### src/rtl/cp0_exception_ctrl.sv
// cp0_exception_ctrl: M-stage CP0 exception/interrupt arbiter with SR/Cause/EPC/PRId.
// Raises goto_handler in the same cycle as the request and records EPC/Cause on that edge.
module cp0_exception_ctrl #(
    parameter logic [31:0] PRID = 32'h0000_0008
) (
    input  logic        clk,
    input  logic        reset,
    input  logic [31:0] pc_m,
    input  logic        bd_m,
    input  logic        exc_valid,
    input  logic [4:0]  exc_code,
    input  logic [5:0]  hw_int,
    input  logic        cp0_we,
    input  logic [4:0]  cp0_addr,
    input  logic [31:0] cp0_wdata,
    input  logic        eret_m,
    output logic [31:0] cp0_rdata,
    output logic        goto_handler,
    output logic [31:0] epc_out,
    output logic        exl
);
    logic [5:0]  im_q, im_d, ip_q, ip_d;
    logic        exl_q, exl_d, ie_q, ie_d, bd_q, bd_d;
    logic [4:0]  code_q, code_d;
    logic [31:0] epc_q, epc_d, sr, cause;
    logic        int_req, exc_req, wr_sr, wr_epc;

    assign int_req      = |(hw_int & im_q) & ie_q & ~exl_q;
    assign exc_req      = exc_valid & ~exl_q;
    assign goto_handler = int_req | exc_req;
    assign wr_sr        = cp0_we && cp0_addr == 5'd12 && !goto_handler;
    assign wr_epc       = cp0_we && cp0_addr == 5'd14 && !goto_handler;
    assign sr           = {16'h0, im_q, 8'h0, exl_q, ie_q};
    assign cause        = {bd_q, 15'h0, ip_q, 3'h0, code_q, 2'h0};
    assign exl          = exl_q;
    // Bypass lets an mtc0 EPC immediately followed by eret return the new address.
    assign epc_out      = wr_epc ? cp0_wdata : epc_q;
    assign cp0_rdata    = cp0_addr == 5'd12 ? sr :
                          cp0_addr == 5'd13 ? cause :
                          cp0_addr == 5'd14 ? epc_q :
                          cp0_addr == 5'd15 ? PRID : 32'h0;

    always_comb begin
        im_d   = wr_sr ? cp0_wdata[15:10] : im_q;
        ie_d   = wr_sr ? cp0_wdata[0] : ie_q;
        exl_d  = goto_handler ? 1'b1 : eret_m ? 1'b0 : wr_sr ? cp0_wdata[1] : exl_q;
        ip_d   = hw_int;
        bd_d   = goto_handler ? bd_m : bd_q;
        code_d = goto_handler ? (int_req ? 5'd0 : exc_code) : code_q;
        epc_d  = goto_handler ? (bd_m ? pc_m - 32'd4 : pc_m) : wr_epc ? cp0_wdata : epc_q;
    end

    always_ff @(posedge clk) begin
        if (!reset) begin
            im_q   <= '0;
            ie_q   <= 1'b0;
            exl_q  <= 1'b0;
            ip_q   <= '0;
            bd_q   <= 1'b0;
            code_q <= '0;
            epc_q  <= '0;
        end else begin
            im_q   <= im_d;
            ie_q   <= ie_d;
            exl_q  <= exl_d;
            ip_q   <= ip_d;
            bd_q   <= bd_d;
            code_q <= code_d;
            epc_q  <= epc_d;
        end
    end
endmodule
### config.mk
export PLATFORM = sky130hd
export DESIGN_NAME = cp0_exception_ctrl
export DESIGN_NICKNAME = d
export VERILOG_FILES = /design/src/rtl/cp0_exception_ctrl.sv
export SDC_FILE = /design/constraint.sdc
export NUM_CORES = 1
export LEC_CHECK = 0
export ABC_AREA = 0
export BUFFER_PORTS_ARGS = -buffer_cell sky130_fd_sc_hd__buf_2
export CAP_MARGIN = 20
export CORE_AREA = 2 2 113 115
export CTS_CLUSTER_SIZE = 30
export DETAILED_ROUTE_END_ITERATION = 10
export DIE_AREA = 0 0 115 117
export HOLD_SLACK_MARGIN = 0.12
export PLACE_DENSITY = 0.56
export REMOVE_ABC_BUFFERS = 1
export SLEW_MARGIN = 20
export SYNTH_ARGS = -nofsm -noshare
export SYNTH_HDL_FRONTEND = slang
export SYNTH_SLANG_ARGS = --single-unit
### constraint.sdc
create_clock -name clk -period 3.1 [get_ports clk]
set_input_delay 0.62 -clock clk [delete_from_list [all_inputs] [get_ports clk]]
set_output_delay 0.62 -clock clk [all_outputs]
set_load 0.01 [all_outputs]
* After elaboration in Yosys (flattened, before gate mapping) *
Cells that the tools add are included.

operators by class
  add/subtract/negate cells = 1
  eq/ne operators = 4
  mux-type cells = 11
  bitwise gates (word level) = 6
  reductions and logical operators = 7

operators by type and width
  cell                                                count
  two-way mux 32 bit                                  6
  subtractor 32 x 3 -> 32 bit, second input constant  1
  == test 5 x 4 -> 1 bit, second input constant       4
  AND 6 bit                                           1
  OR reduction 6 bit                                  1
  two-way mux 5 bit                                   1
  logical AND 1 bit                                   4
  two-way mux 4 bit                                   1
  AND 1 bit                                           3
  two-way mux 1 bit                                   3
  nonzero test 3 bit                                  1
  logical NOT 1 bit                                   1
  inverter 1 bit                                      1
  OR 1 bit                                            1

storage, ports and cells
  register bits after elaboration = 52
  input bits = 86
  word-level logic and storage cells = 36

* Logic depth before layout (Yosys ltp) *
Gate-level depths: netlist of the first run.

  depth after elaboration = 10
  mapped depth = 7

* Least setup slack after synthesis of the first run *
Ideal clock, no wire load.

  path type = in2out
  start = input port cp0_addr[4]
  end = output port epc_out[10]
  data arrival time = 1889 ps
  data required time = 2480 ps
  setup slack = 591 ps
  stages = 5
  path buffers = 1
  cells stage by stage = nand3b_1 -> nor2_1 -> nand2_1 -> buf_1 -> mux2_2

between the ends
  longest elaborated chain between the ends = 4

RTL lines
  item                            line  RTL
  from (decl)                     14    input logic [4:0] cp0_addr,
  == test 5 x 4 -> 1 bit          32    assign wr_epc = cp0_we && cp0_addr == 5'd14 && !goto_handler;
  logical AND 1 bit (2 in a row)  32
  two-way mux 32 bit              -
  to (decl)                       19    output logic [31:0] epc_out,

No other way between the ends.

* Final worst setup path of the first run *
  start = input port cp0_addr[4]
  end = output port cp0_rdata[20]

between the ends
  longest elaborated chain between the ends = 4
  elaborated cells on any way between the ends = 6
  those cells by class = eq/ne: 3; mux: 3

RTL lines
  item                    line  RTL
  == test 5 x 4 -> 1 bit  40    cp0_addr == 5'd14 ? epc_q :
  two-way mux 32 bit      40
  two-way mux 32 bit      39    cp0_addr == 5'd13 ? cause :
  two-way mux 32 bit (*)  38    assign cp0_rdata = cp0_addr == 5'd12 ? sr :
  to (decl)               17    output logic [31:0] cp0_rdata,

Mark *: on every way between the ends. The rest lies on a longest branch, timed or not.

==> results list, run 1 <==
- Outcome: complete, no violations
- The net count of the finished layout is 648.
- Combinational logic is responsible for approximately a fifth of the overall power.
- Clock tree buffer depth: 2
- After clock tree synthesis, the setup repair step added 0 buffers.
* Final period utilization: between 80% and 90%
- Global router's overall resource usage: between 10% and 20%
- Core region area: 12300 um2
- Routed wire length: 10500 um
- The total overflow left after global routing is 0.
* Share of the synthesized area in the top cell type: between 20 and 30%
- The number of gates resized after CTS was 0.
- Final standard cell utilization of the core: between 30% and 40%
- Site Rows: approximately 40
- R2R Setup Slk: roughly 1.1 ns
- The synthesized netlist contains 44 unique library cells.
* Maxcap violations: 0
- The worst hold path passes through 2 cells.
* Remaining routing DRC violations: 0
- Synthesis handed over a netlist of about 420 instances.
- Entering global routing, the biggest net connects between 50 and 60 pins.
* Number of pins with negative max-slew slack in the final report: 0
- Total buffers and inverters traversed by the critical path: 4
* Arrival time worst endpoint: between 2 and 2.5 ns
- Number of antenna violations at the first check in global routing: 0
- Total of hold buffers inserted after clock tree synthesis: 0
* Synth Area in XOR/XNOR: under 10%
- After detailed placement, the total cell area comes to 4530 um2.
* Switching power share of the total: between 20 and 30%
- Final weighted congestion of routability-driven global placement: roughly 0.72
- The most used flip-flop cell after synthesis is sky130_fd_sc_hd__dfxtp_1.
- Critical register-to-register path startpoint: im_q[2]
- The worst-case IR drop observed on VDD is 0.000254 V.
* Worst Hold Class: register to register
- Internal power: roughly 1200 uW
* Max-Slew Margin vs Limit: between 40% and 50%
- ~150 I/O pins were placed.
* Largest area contributor in the synthesized netlist: sky130_fd_sc_hd__dfxtp_1
- Least setup slack across all paths after layout: 0.447 ns
- Global-route wire length before repair: 16100 um
- STA classifies the critical path endpoint as a primary output.
- Across the routed clock network, the largest skew measured is 0.00773 ns.
* CP Data Required Time: ~2.5 ns
- The filler cells instantiated in the layout total ~1300.
- TritonCTS clock tree: yes
* Part of the total power dissipated in sequential elements: 44.2%
* Clock Sinks: between 50 and 60
- The tightest hold path in the finished design has a slack of slightly below 0.5 ns.
- The H-tree was split into 2 levels.
- Startpoint of the most critical hold path: bd_q
- Prior to clock tree synthesis, the placed netlist has a worst setup slack of 0.433 ns.
* Pwr Density: 357 nW/um2
- Slowest stage cell, crit path: sky130_fd_sc_hd__nand3b_1
- Worst r2r path cells: 8
- Number of endpoints failing setup at the final stage: 0
- Number of buffers added on ports: approximately 150
* Post-DR vias/cell: 4.84
* Switching component of the power: roughly 470 uW
- Average wire per cell in the routed design: 14.8 um
* Detailed-route via count: around 3500
- Post-synthesis adder-cell area fraction: less than 1%
- Post-synthesis area per instance: 8.59 um2
- After detailed placement, the design holds a cell count of 704.
* Top fanout value on the critical path: 18
* Post-detailed-placement half-perimeter wirelength: around 8100 um
- Summed area of non-filler cells in the final layout: 4680 um2
- On the worst path, the slowest cell contributes a delay of approximately 0.32 ns.
* Number of DRC markers after the initial detailed-route iteration: 101
- Total clock buffers created by CTS: 5
- Setup CP Type: input pin to primary output
* Synth top cells by count: sky130_fd_sc_hd__dfxtp_1, sky130_fd_sc_hd__mux2_2, sky130_fd_sc_hd__nand2_1
- Layout Area Growth over Synthesis: 30.1%
* Register area share after synthesis: 28.9%
* Kind of start point of the critical path: input pin
- Before antenna repair, the detailed router went through 4 iterations.
- Number of enable-type register cells in the synthesized netlist: 0
* Compound-Gate Fraction of Synth Area: approximately an eighth
* Synthesized area: between 3000 and 4000 um2
* Post-DRT Antenna Nets: 0
* Total of flip-flops plus latches after synthesis: 52
* Timing-limited maximum frequency: roughly 380 MHz
* LEAKAGE: between 0.002 and 0.0025 uW
- Insertion delay of the later-clocked pin in the worst-skew pair: 0.29 ns
- From left edge to right edge, the die measures roughly 120 um.
- Multiplexer cells account for a little under a quarter of the synthesized area.
- Yosys printed 0 warnings.
- Root buf cell: sky130_fd_sc_hd__clkbuf_16
- Largest cells by area after synthesis: sky130_fd_sc_hd__dfxtp_1, sky130_fd_sc_hd__mux2_2, sky130_fd_sc_hd__mux2i_1, sky130_fd_sc_hd__xnor2_1, sky130_fd_sc_hd__and2_1
* Transition at the pin with the smallest max-transition slack: slightly below 0.8 ns
- The critical path goes through buf_2, nand3b_1, buf_4, nor2b_1, buf_4, and2_1, buf_2.
* Unrepaired setup endpoints after global routing: no
- Once the floorplan was initialized, standard cells occupied between 20% and 30% of the core.
- Fraction of synthesis flops using an asynchronous set or reset pin: 0%
- Number of hold-slack violations in the final timing report: 0
- In the post-synthesis netlist, the cell with the most instances is sky130_fd_sc_hd__dfxtp_1.
- Reg-to-reg critical path endpoint: im_q[1]
- After clock tree synthesis, the clock-pin slew on the worst setup and hold paths is approximately 0.07 ns.
- The worst hold path terminates at bd_q.
* Height of the chip: about 120 um
* Via count of the first global-routing pass: about 3300
- Number of standard cells in the final layout excluding fillers: approximately 700
* Overall die area: 13500 um2
- Kind of cell adding the most delay to the critical path: buffers and inverters
- Period minus WS final: between 2 and 3 ns
* Largest family of logic cells by synthesized area: simple AND/OR/NAND/NOR gates
- Fraction of final layout cells sized beyond drive strength 1: about two fifths
- Of the total power, the clock network draws a little over a third.
- Post-Synth Simple-Gate Area: between 20% and 30%
[power groups by stage]
stage               logic, uW  registers (uW)  clock network (uW)
finish                    353             740                 580
global route              392             746                 628
CTS                       358             740                 605
detailed placement        356             756                   0
global placement          351             754                   0
floorplan                 192             744                   0
[logic make-up after synthesis]
family,Yosys count
AO/OA/AOI/OAI,77
flip-flops,52
adder cells (fa/ha/maj),1
multiplexers,78
AND/OR/NAND/NOR,154
XOR/XNOR,28
buffers and inverters,29
[cell usage in the layout (no fill, tap or decap), types with 2 or more instances in the layout]
| cell type | Yosys | final |
|---|---|---|
| sky130_fd_sc_hd__buf_2 | 3 | 151 |
| sky130_fd_sc_hd__dfxtp_1 | 52 | 52 |
| sky130_fd_sc_hd__mux2_2 | 51 | 51 |
| sky130_fd_sc_hd__nand2_1 | 39 | 38 |
| sky130_fd_sc_hd__nor2_1 | 35 | 34 |
| sky130_fd_sc_hd__mux2i_1 | 27 | 27 |
| sky130_fd_sc_hd__a21oi_1 | 26 | 26 |
| sky130_fd_sc_hd__and2_1 | 25 | 25 |
| sky130_fd_sc_hd__o21ai_0 | 25 | 25 |
| sky130_fd_sc_hd__xnor2_1 | 19 | 19 |
| sky130_fd_sc_hd__buf_4 | 0 | 10 |
| sky130_fd_sc_hd__xor2_1 | 9 | 9 |
| sky130_fd_sc_hd__a22oi_1 | 8 | 8 |
| sky130_fd_sc_hd__and3_1 | 8 | 8 |
| sky130_fd_sc_hd__nor4_1 | 7 | 7 |
| sky130_fd_sc_hd__a21boi_0 | 7 | 7 |
| sky130_fd_sc_hd__nor3_1 | 6 | 6 |
| sky130_fd_sc_hd__o211a_1 | 5 | 5 |
| sky130_fd_sc_hd__clkbuf_16 | 0 | 5 |
| sky130_fd_sc_hd__nor2b_1 | 4 | 4 |
| sky130_fd_sc_hd__or3_1 | 4 | 4 |
| sky130_fd_sc_hd__nand3_1 | 4 | 4 |
| sky130_fd_sc_hd__o21ai_1 | 4 | 4 |
| sky130_fd_sc_hd__nand3b_1 | 3 | 3 |
| sky130_fd_sc_hd__nor4_2 | 3 | 3 |
| sky130_fd_sc_hd__inv_1 | 2 | 2 |
| sky130_fd_sc_hd__nand2b_1 | 2 | 2 |
| sky130_fd_sc_hd__nor4b_2 | 2 | 2 |
| sky130_fd_sc_hd__clkinvlp_4 | 0 | 2 |
[worst max path at each step]
stage,startpoint,end,slack [ns],cells after the start
final,cp0_addr[4],cp0_rdata[20],0.45,7
after global routing,cp0_addr[4],cp0_rdata[7],0.27,7
after CTS,cp0_addr[4],cp0_rdata[20],0.41,7
after detailed placement,cp0_addr[4],cp0_rdata[8],0.43,7
after global placement,cp0_addr[4],cp0_rdata[28],0.46,7
after floorplan,cp0_addr[4],epc_out[0],-2.00,4
[metrics by stage]
stage / TNS [ns] / total power, uW
floorplan: -75.30 / 936
global placement: 0 / 1110
detailed placement: 0 / 1110
CTS: 0 / 1700
global route: 0 / 1770
finish: 0 / 1670
[routing by layer]
metal | GRT usage [%] | wire length (um) | vias up
li1 | - | - | 1772
met1 | 18.6 | 4760 | 1568
met2 | 27.3 | 5020 | 105
met3 | 3.40 | 689 | 6
met4 | 2.41 | 61 | 0
met5 | 0 | 0 | -
[area by class of cell]
class                           count  area (um2)  area share (%)
Clock inverter                      2        15.0           0.321
Clock buffer                        6         139            2.96
Tap cell                          150         188            4.01
Inverter                            3        11.3           0.240
Antenna cell                        1        2.50          0.0534
Sequential cell                    52        1040            22.2
Timing Repair Buffer              161         831            17.7
Multi-Input combinational cell    338        2460            52.5
[sequential cells by signal, summed over array words and instances (netlist names)]
name    count
im_q        6
code_q      5
bd_q        1
ip_q        6
epc_q      32
exl         1
ie_q        1
[worst min-delay path: cells and delay by family, from the launching register on]
kind	cells	cell delay (ns)
flops	1	0.32
compound gates	1	0.06
simple gates	1	0.05
Note: power is estimated with default switching activity, not from simulation.
==> inputs of run 2 (changes only) <==
==> constraint.sdc (replaced) <==
create_clock -name clk -period 3.1 [get_ports clk]
set_input_delay 0.775 -clock clk [delete_from_list [all_inputs] [get_ports clk]]
set_output_delay 0.775 -clock clk [all_outputs]
set_load 0.01 [all_outputs]
==> run 2 against run 1 <==
  * First-iteration DRC count increased by 19%
  * Clock-buffer cell count decreased by 1
  * Via count increased by 0.84%
  * Combinational power increased by 2%
  * Utilization increased by 0.60 points
  * Register-to-register slack about the same
  * Routed wire length increased by 2.3%
  * Setup slack got worse by 0.30 ns
  * Sequential cell count unchanged
  * Global-route usage increased by 0.50 points
  * Largest cell class unchanged
  * Sequential power about the same
==> results list, run 2 (same netlist as run 1, synthesis figures left out) <==
* Outcome: complete, no violations
- The net count of the finished layout was 652 (+0.62%).
- The maximum vdd drop is 0.000240 V (-5.3%).
* Max-Slew Margin vs Limit: 47.7% (+0.42 points)
* Critical register-to-register path startpoint: im_q[2]
- Post-route worst hold slack: 0.470 ns (-0.00967 ns)
- R2R Setup Slk: 1.11 ns (about the same)
- More flip-flops sit in one register than any other, and that register is epc_q.
- Overall die area: 13500 um2 (unchanged)
- LEAKAGE: 0.00222 uW (+2.0%)
- The clock sink count came to 52 (unchanged).
- Critical Path Start: hw_int[2]
- Arrival time worst endpoint: 2.18 ns (+0.15 ns)
* Final weighted congestion of routability-driven global placement: 0.746 (+3.7%)
* Detailed-route via count: 3480 (+0.84%)
* Kind of start point of the critical path: input pin
* Clock skew after layout: 0.00458 ns (-0.00315 ns)
- TritonCTS clock tree: yes
- Number of hold-slack violations in the final timing report: 0 (unchanged)
* CP Data Required Time: 2.32 ns (-0.16 ns)
* Least setup slack across all paths after layout: 0.149 ns (-0.298 ns)
- Setup repair after global routing left no endpoint under its margin.
- The number of detailed-routing iterations run before antenna repair was 4 (unchanged).
- The final critical path time including I/O delays and setup was 2.95 ns (+0.298 ns).
* Post-detailed-placement half-perimeter wirelength: 8290 um (+2.6%)
- Effective utilization at floorplan: 29.2% (unchanged)
* Die width: 115 um (unchanged)
* Pwr Density: 381 nW/um2 (+6.7%)
* Maxcap violations: 0 (unchanged)
- The worst slack after detailed placement is 0.142 ns (-0.290 ns).
* Reg-to-reg critical path endpoint: im_q[2]
- Routed wire length: 10800 um (+2.3%)
- The number of flip-flops under the largest register name came to 32 (unchanged).
- Post-DR vias/cell: 4.86 (+0.42%)
- Most frequent cells in the layout: sky130_fd_sc_hd__buf_2, sky130_fd_sc_hd__dfxtp_1, sky130_fd_sc_hd__mux2_2, sky130_fd_sc_hd__nand2_1, sky130_fd_sc_hd__nor2_1
- The number of levels the H-tree was split into is 2 (unchanged).
- The clock insertion delay at the later pin of the skew report was 0.29 ns (about the same).
* Destination of the critical timing path: epc_out[31]
- CTS placed an instance of sky130_fd_sc_hd__clkbuf_16 at the clock tree root.
- Via count of the first global-routing pass: 3273 (-0.40%)
* Top Ports: 152 (unchanged)
- The placed instance area came to 4570 um2 (+0.94%).
- Clock tree buffer depth: 2 (unchanged)
* Summed negative setup slack over all endpoints: 0 ns (unchanged)
- The post-route cell area came to 4760 um2 (+1.6%).
* Final period utilization: 95.2% (+9.6 points)
- Core region area: 12300 um2 (unchanged)
- Transition at the pin with the smallest max-transition slack: 0.784 ns (-0.00623 ns)
- The count of fill cells added during filler insertion came to 1319 (+1.9%).
* Worst Hold Class: register to register
* Remaining routing DRC violations: 0 (unchanged)
- The global-route wire length before repair was 16500 um (+2.5%).
- Fraction of final layout cells sized beyond drive strength 1: 41.9% (+0.31 points)
- The average wire length per cell after detail routing came to 15.1 um (+1.9%).
- Timing-limited maximum frequency: 339 MHz (-10%)
* Site Rows: 41 (unchanged)
- Post-DRT Antenna Nets: 0 (unchanged)
* Total clock buffers created by CTS: 5 (unchanged)
- Height of the chip: 117 um (unchanged)
- Leaving out fill and tap cells, the most frequent cell in the layout is sky130_fd_sc_hd__buf_2.
- The initial antenna violation count is 0 (unchanged).
* Number of buffers added on ports: 151 (unchanged)
- The clock transition time at the flip-flop clock pins of the worst setup and hold paths was 0.07 ns (about the same).
* Element type at the critical path end: primary output
- Congestion Overflow GR: 0 (unchanged)
- Number of DRC markers after the initial detailed-route iteration: 120 (+19%)
- The largest registers in the layout are epc_q (32), im_q (6), ip_q (6).
- Relative to the synthesized area, the layout overhead comes to 32.1%.
* Largest net degree at the start of global routing: 55 (unchanged)
- The buffers inserted during post-CTS setup optimization is 0 (unchanged).
* Post-CTS Resized: 0 (unchanged)
* Top fanout value on the critical path: 18 (unchanged)
- The number of hold-repair buffers added at the cts stage came to 0 (unchanged).
* Setup CP Type: input pin to primary output
- Number of endpoints failing setup at the final stage: 0 (unchanged)
- Global router's overall resource usage: 15.6% (+0.50 points)
- Worst r2r path cells: 8 (unchanged)
- The number of pins exceeding their max-slew limit in the final report was 0 (unchanged).
[run 2: cell type report]
type / instances / area [um2] / area share (%)
Multi-Input combinational cell: 338 / 2460 / 51.6
Sequential cell: 52 / 1040 / 21.9
Timing Repair Buffer: 165 / 873 / 18.4
Tap cell: 150 / 188 / 3.94
Clock buffer: 5 / 125 / 2.63
Clock inverter: 2 / 60.1 / 1.26
Inverter: 3 / 11.3 / 0.237
Antenna cell: 1 / 2.50 / 0.0526
[run 2: worst min path at each step]
stage	end	slack, ns	depth (start not counted)	start
floorplan	bd_q	0.44	2	bd_q
global placement	bd_q	0.47	2	bd_q
detailed placement	bd_q	0.47	2	bd_q
CTS	bd_q	0.48	2	bd_q
global route	bd_q	0.50	2	bd_q
finish	bd_q	0.47	2	bd_q
[run 2: where the power goes]
| part | internal [uW] | total (uW) | switching [uW] |
|---|---|---|---|
| combinational | 177 | 359 | 182 |
| clock | 459 | 713 | 255 |
| sequential | 711 | 740 | 29.9 |
[run 2: critical path, stage by stage]
cell and delay, ns:
sky130_fd_sc_hd__buf_2 0.10, sky130_fd_sc_hd__a22oi_1 0.26, sky130_fd_sc_hd__nand4b_1 0.18, sky130_fd_sc_hd__nand2_1 0.13, sky130_fd_sc_hd__nand2_2 0.06, sky130_fd_sc_hd__buf_4 0.22, sky130_fd_sc_hd__mux2_2 0.30, sky130_fd_sc_hd__buf_2 0.14
[run 2: metrics by stage]
stage | instances | util (%) | total power [uW]
after CTS | 715 | 38.6 | 1850
after detailed placement | 708 | 37.1 | 1120
after floorplan | 393 | - | 936
final | 716 | 38.6 | 1810
after global placement | 708 | 37.1 | 1110
after global routing | 715 | 38.6 | 1910
[run 2: metal layers]
metal  GRT usage (%)  routed length [um]  vias up
met5               0                   0        -
met4            2.65                  45        0
met2            28.2                5270       98
met3            3.09                 591        4
met1            19.4                4870     1597
li1                -                   -     1781
==> inputs of run 3 (changes only) <==
Settings changed: ABC_AREA 0 to default, SETUP_SLACK_MARGIN from default to 0.2.
==> run 3 against run 2 <==
  * Clock-buffer cell count is the same
  * Clock skew about the same
  * Sequential cell count did not move
  * Critical path depth unchanged
  * Critical endpoint is now epc_out[0]
  * Non-clock buffer count up 1
  * Setup slack improved by 0.11 ns
  * Global-route usage stayed put
  * Power grew 0.11%
  * First-iteration DRC count is 1.7% lower
  * Sequential share of layout area is 0.17 points lower
  * Final area is 0.76% higher
==> results list, run 3 (same netlist as run 1, synthesis figures left out) <==
- Cell area reported after detailed placement: 4570 um2 (unchanged)
- In the layout the commonest cells are sky130_fd_sc_hd__buf_2, sky130_fd_sc_hd__dfxtp_1, sky130_fd_sc_hd__mux2_2, sky130_fd_sc_hd__nand2_1, sky130_fd_sc_hd__nor2_1.
* Routed wire length: 10800 um (-0.21%)
- The clock tree skew after final layout came to 0.00455 ns (-0.0000349 ns).
* Final standard cell utilization of the core: 38.9% (+0.29 points)
- Least setup slack across all paths after layout: 0.259 ns (+0.109 ns)
- The root buffer cell chosen for the clock tree is sky130_fd_sc_hd__clkbuf_16.
- The maximum single-stage delay on the critical path came to 0.29 ns (about the same).
- The number of buffers and inverters on the critical path was 3 (unchanged).
- Cell chain of the critical path: buf_2, a22oi_2, nand4b_1, nand2_1, nand2_2, buf_6, mux2_2, buf_2
* Timing-limited maximum frequency: 352 MHz (+3.9%)
* Maximum level of the CTS H-tree: 2 (unchanged)
* Reg-to-reg critical path endpoint: im_q[0]
- The worst endpoint data arrival time was 2.07 ns (-0.11 ns).
- Unrepaired setup endpoints after global routing: yes
* Site Rows: 41 (unchanged)
- The share of cells above drive strength 1 is 42.8% (+0.81 points).
- By startpoint and endpoint, the worst setup path is classified as input pin to primary output.
- The number of hold-repair buffers added at the cts stage came to 0 (unchanged).
- Number of buffers added on ports: 151 (unchanged)
- Total clock buffers created by CTS: 5 (unchanged)
- The slowest stage of the critical path belongs to the cell sky130_fd_sc_hd__mux2_2.
- The largest registers in the layout are epc_q (32), im_q (6), ip_q (6).
- Summed negative setup slack over all endpoints: 0 ns (unchanged)
- Number of antenna violations at the first check in global routing: 0 (unchanged)
- Top fanout value on the critical path: 14 (-4)
- TritonCTS built the clock tree.
- The via count came to 3476 (-0.11%).
- The global routing usage summed across all routing layers was 15.6% (unchanged).
* Maxcap violations: 0 (unchanged)
- Worst r2r path cells: 9 (+1)
* Element type at the critical path end: primary output
- Clock Sinks: 52 (unchanged)
* Average wire per cell in the routed design: 15.0 um (-0.35%)
- Leaving out fill and tap cells, the most frequent cell in the layout is sky130_fd_sc_hd__buf_2.
- Layout Area Growth over Synthesis: 33.1%
- The net count of the finished layout is 653 (+0.15%).
* Transition at the pin with the smallest max-transition slack: 0.791 ns (+0.00695 ns)
- LEAKAGE: 0.00223 uW (+0.52%)
- The number of pins exceeding their max-slew limit in the final report is 0 (unchanged).
- Post-detailed-placement half-perimeter wirelength: 8290 um (unchanged)
* Final period utilization: 91.7% (-3.5 points)
- R2R Setup Slk: 1.06 ns (-0.05 ns)
- Detailed-router iteration count before antenna repair: 4 (unchanged)
- Counting stages on the worst path, the most repeated cell is sky130_fd_sc_hd__buf_2.
- Remaining routing DRC violations: 0 (unchanged)
* Top register by number of flip-flops: epc_q
- The final critical path time including I/O delays and setup is 2.84 ns (-0.109 ns).
* Number of endpoints failing setup at the final stage: 0 (unchanged)
* Number of DRC markers after the initial detailed-route iteration: 118 (-1.7%)
* Outcome: complete, no violations
* Final weighted congestion of routability-driven global placement: 0.746 (unchanged)
- Effective utilization at floorplan: 29.2% (unchanged)
- Insertion delay of the later-clocked pin in the worst-skew pair: 0.29 ns (about the same)
- The overall overflow remaining after global route came to 0 (unchanged).
- Among cell families on the critical path, the largest total delay comes from buffers and inverters.
- Via count of the first global-routing pass: 3271 (-0.061%)
* Highest ir drop seen on vdd: 0.000240 V (about the same)
* Die width: 115 um (unchanged)
* Height of the chip: 117 um (unchanged)
- Tracing the worst setup path back leads to its startpoint at hw_int[0].
- Worst Hold Class: register to register
- Overall die area: 13500 um2 (unchanged)
- Max-Slew Margin vs Limit: 47.3% (-0.46 points)
- CP Data Required Time: 2.32 ns (about the same)
* Largest net degree at the start of global routing: 55 (unchanged)
- Top Ports: 152 (unchanged)
* Destination of the critical timing path: epc_out[0]
* Flip-flop count of the largest register after layout: 32 (unchanged)
- Pwr Density: 378 nW/um2 (-0.65%)
* Post-DR vias/cell: 4.85 (-0.25%)
- Core region area: 12300 um2 (unchanged)
- The remaining antenna violation count is 0 (unchanged).
- The global-route wire length before repair is 16500 um (unchanged).
- Summed area of non-filler cells in the final layout: 4790 um2 (+0.76%)
* Clock transition at path regs: 0.07 ns (about the same)
* Worst setup timing slack at the placement stage: 0.142 ns (unchanged)
- Critical register-to-register path startpoint: im_q[2]
- STA classifies the critical path startpoint as an input pin.
* Number of hold-slack violations in the final timing report: 0 (unchanged)
- Number of cells on the critical path: 8 (unchanged)
- Clock tree buffer depth: 2 (unchanged)
[run 3: cell types whose count changed in the layout (fill, tap and decap cells not counted)]
cell,change
sky130_fd_sc_hd__a22oi_2,+3
sky130_fd_sc_hd__nor2b_2,+1
sky130_fd_sc_hd__buf_4,-1
sky130_fd_sc_hd__buf_8,+1
sky130_fd_sc_hd__nor2b_1,-1
sky130_fd_sc_hd__a22oi_1,-3
sky130_fd_sc_hd__buf_6,+1
[run 3: metal layers]
layer | global-route usage, % | share of wire (%) | vias up
met4 | 2.65 | 0.42 | 0
met2 | 28.2 | 49 | 98
met1 | 19.4 | 45 | 1591
met3 | 3.09 | 5.6 | 4
met5 | 0 | 0 | -
li1 | - | - | 1783
[run 3: final cells by class]
cell class,instances,area [um2]
fillers,1309,7520
multi-input cells,338,2470
flip-flops and latches,52,1040
repair buffers,166,892
well taps,150,188
clock buffers,5,125
clock inverters,2,60.1
inverters,3,11.3
diodes,1,2.50
[run 3: worst min-delay path by stage]
stage	to	cells past startpoint	start	slack, ns
floorplan	bd_q	2	bd_q	0.44
global placement	bd_q	2	bd_q	0.47
detailed placement	bd_q	2	bd_q	0.47
CTS	bd_q	2	bd_q	0.48
global route	bd_q	2	bd_q	0.50
finish	bd_q	2	bd_q	0.47
[run 3: report_power, final]
part | switching (uW) | total (uW) | internal (uW)
Sequential | 29.8 | 740 | 711
Clock | 254 | 713 | 459
Combinational | 183 | 361 | 178
[run 3: worst reg2reg max path, cell delays in order (launching register included)]
cell                       delay [ns]
sky130_fd_sc_hd__dfxtp_1         0.33
sky130_fd_sc_hd__a22oi_2         0.23
sky130_fd_sc_hd__nand4b_1        0.16
sky130_fd_sc_hd__nand2_1         0.14
sky130_fd_sc_hd__buf_4           0.11
sky130_fd_sc_hd__buf_4           0.26
sky130_fd_sc_hd__inv_2           0.07
sky130_fd_sc_hd__buf_4           0.29
sky130_fd_sc_hd__o21ai_0         0.25
sky130_fd_sc_hd__a21boi_0        0.10
[run 3: metrics by stage]
stage	total power [uW]	instances	hold slack, ns
2_1_floorplan	936	393	0.443
3_3_place_gp	1110	708	0.466
3_5_place_dp	1120	708	0.468
4_1_cts	1850	715	0.478
5_1_grt	1910	716	0.502
6_report	1810	717	0.471
[run 3: what timing repair did]
action / CTS / global route
buffers inserted: 0 / 1
cloned: 0 / 0
resized for setup: 2 / 5
pin swaps: 0 / 3
endpoints found under the setup margin: 32 / 33
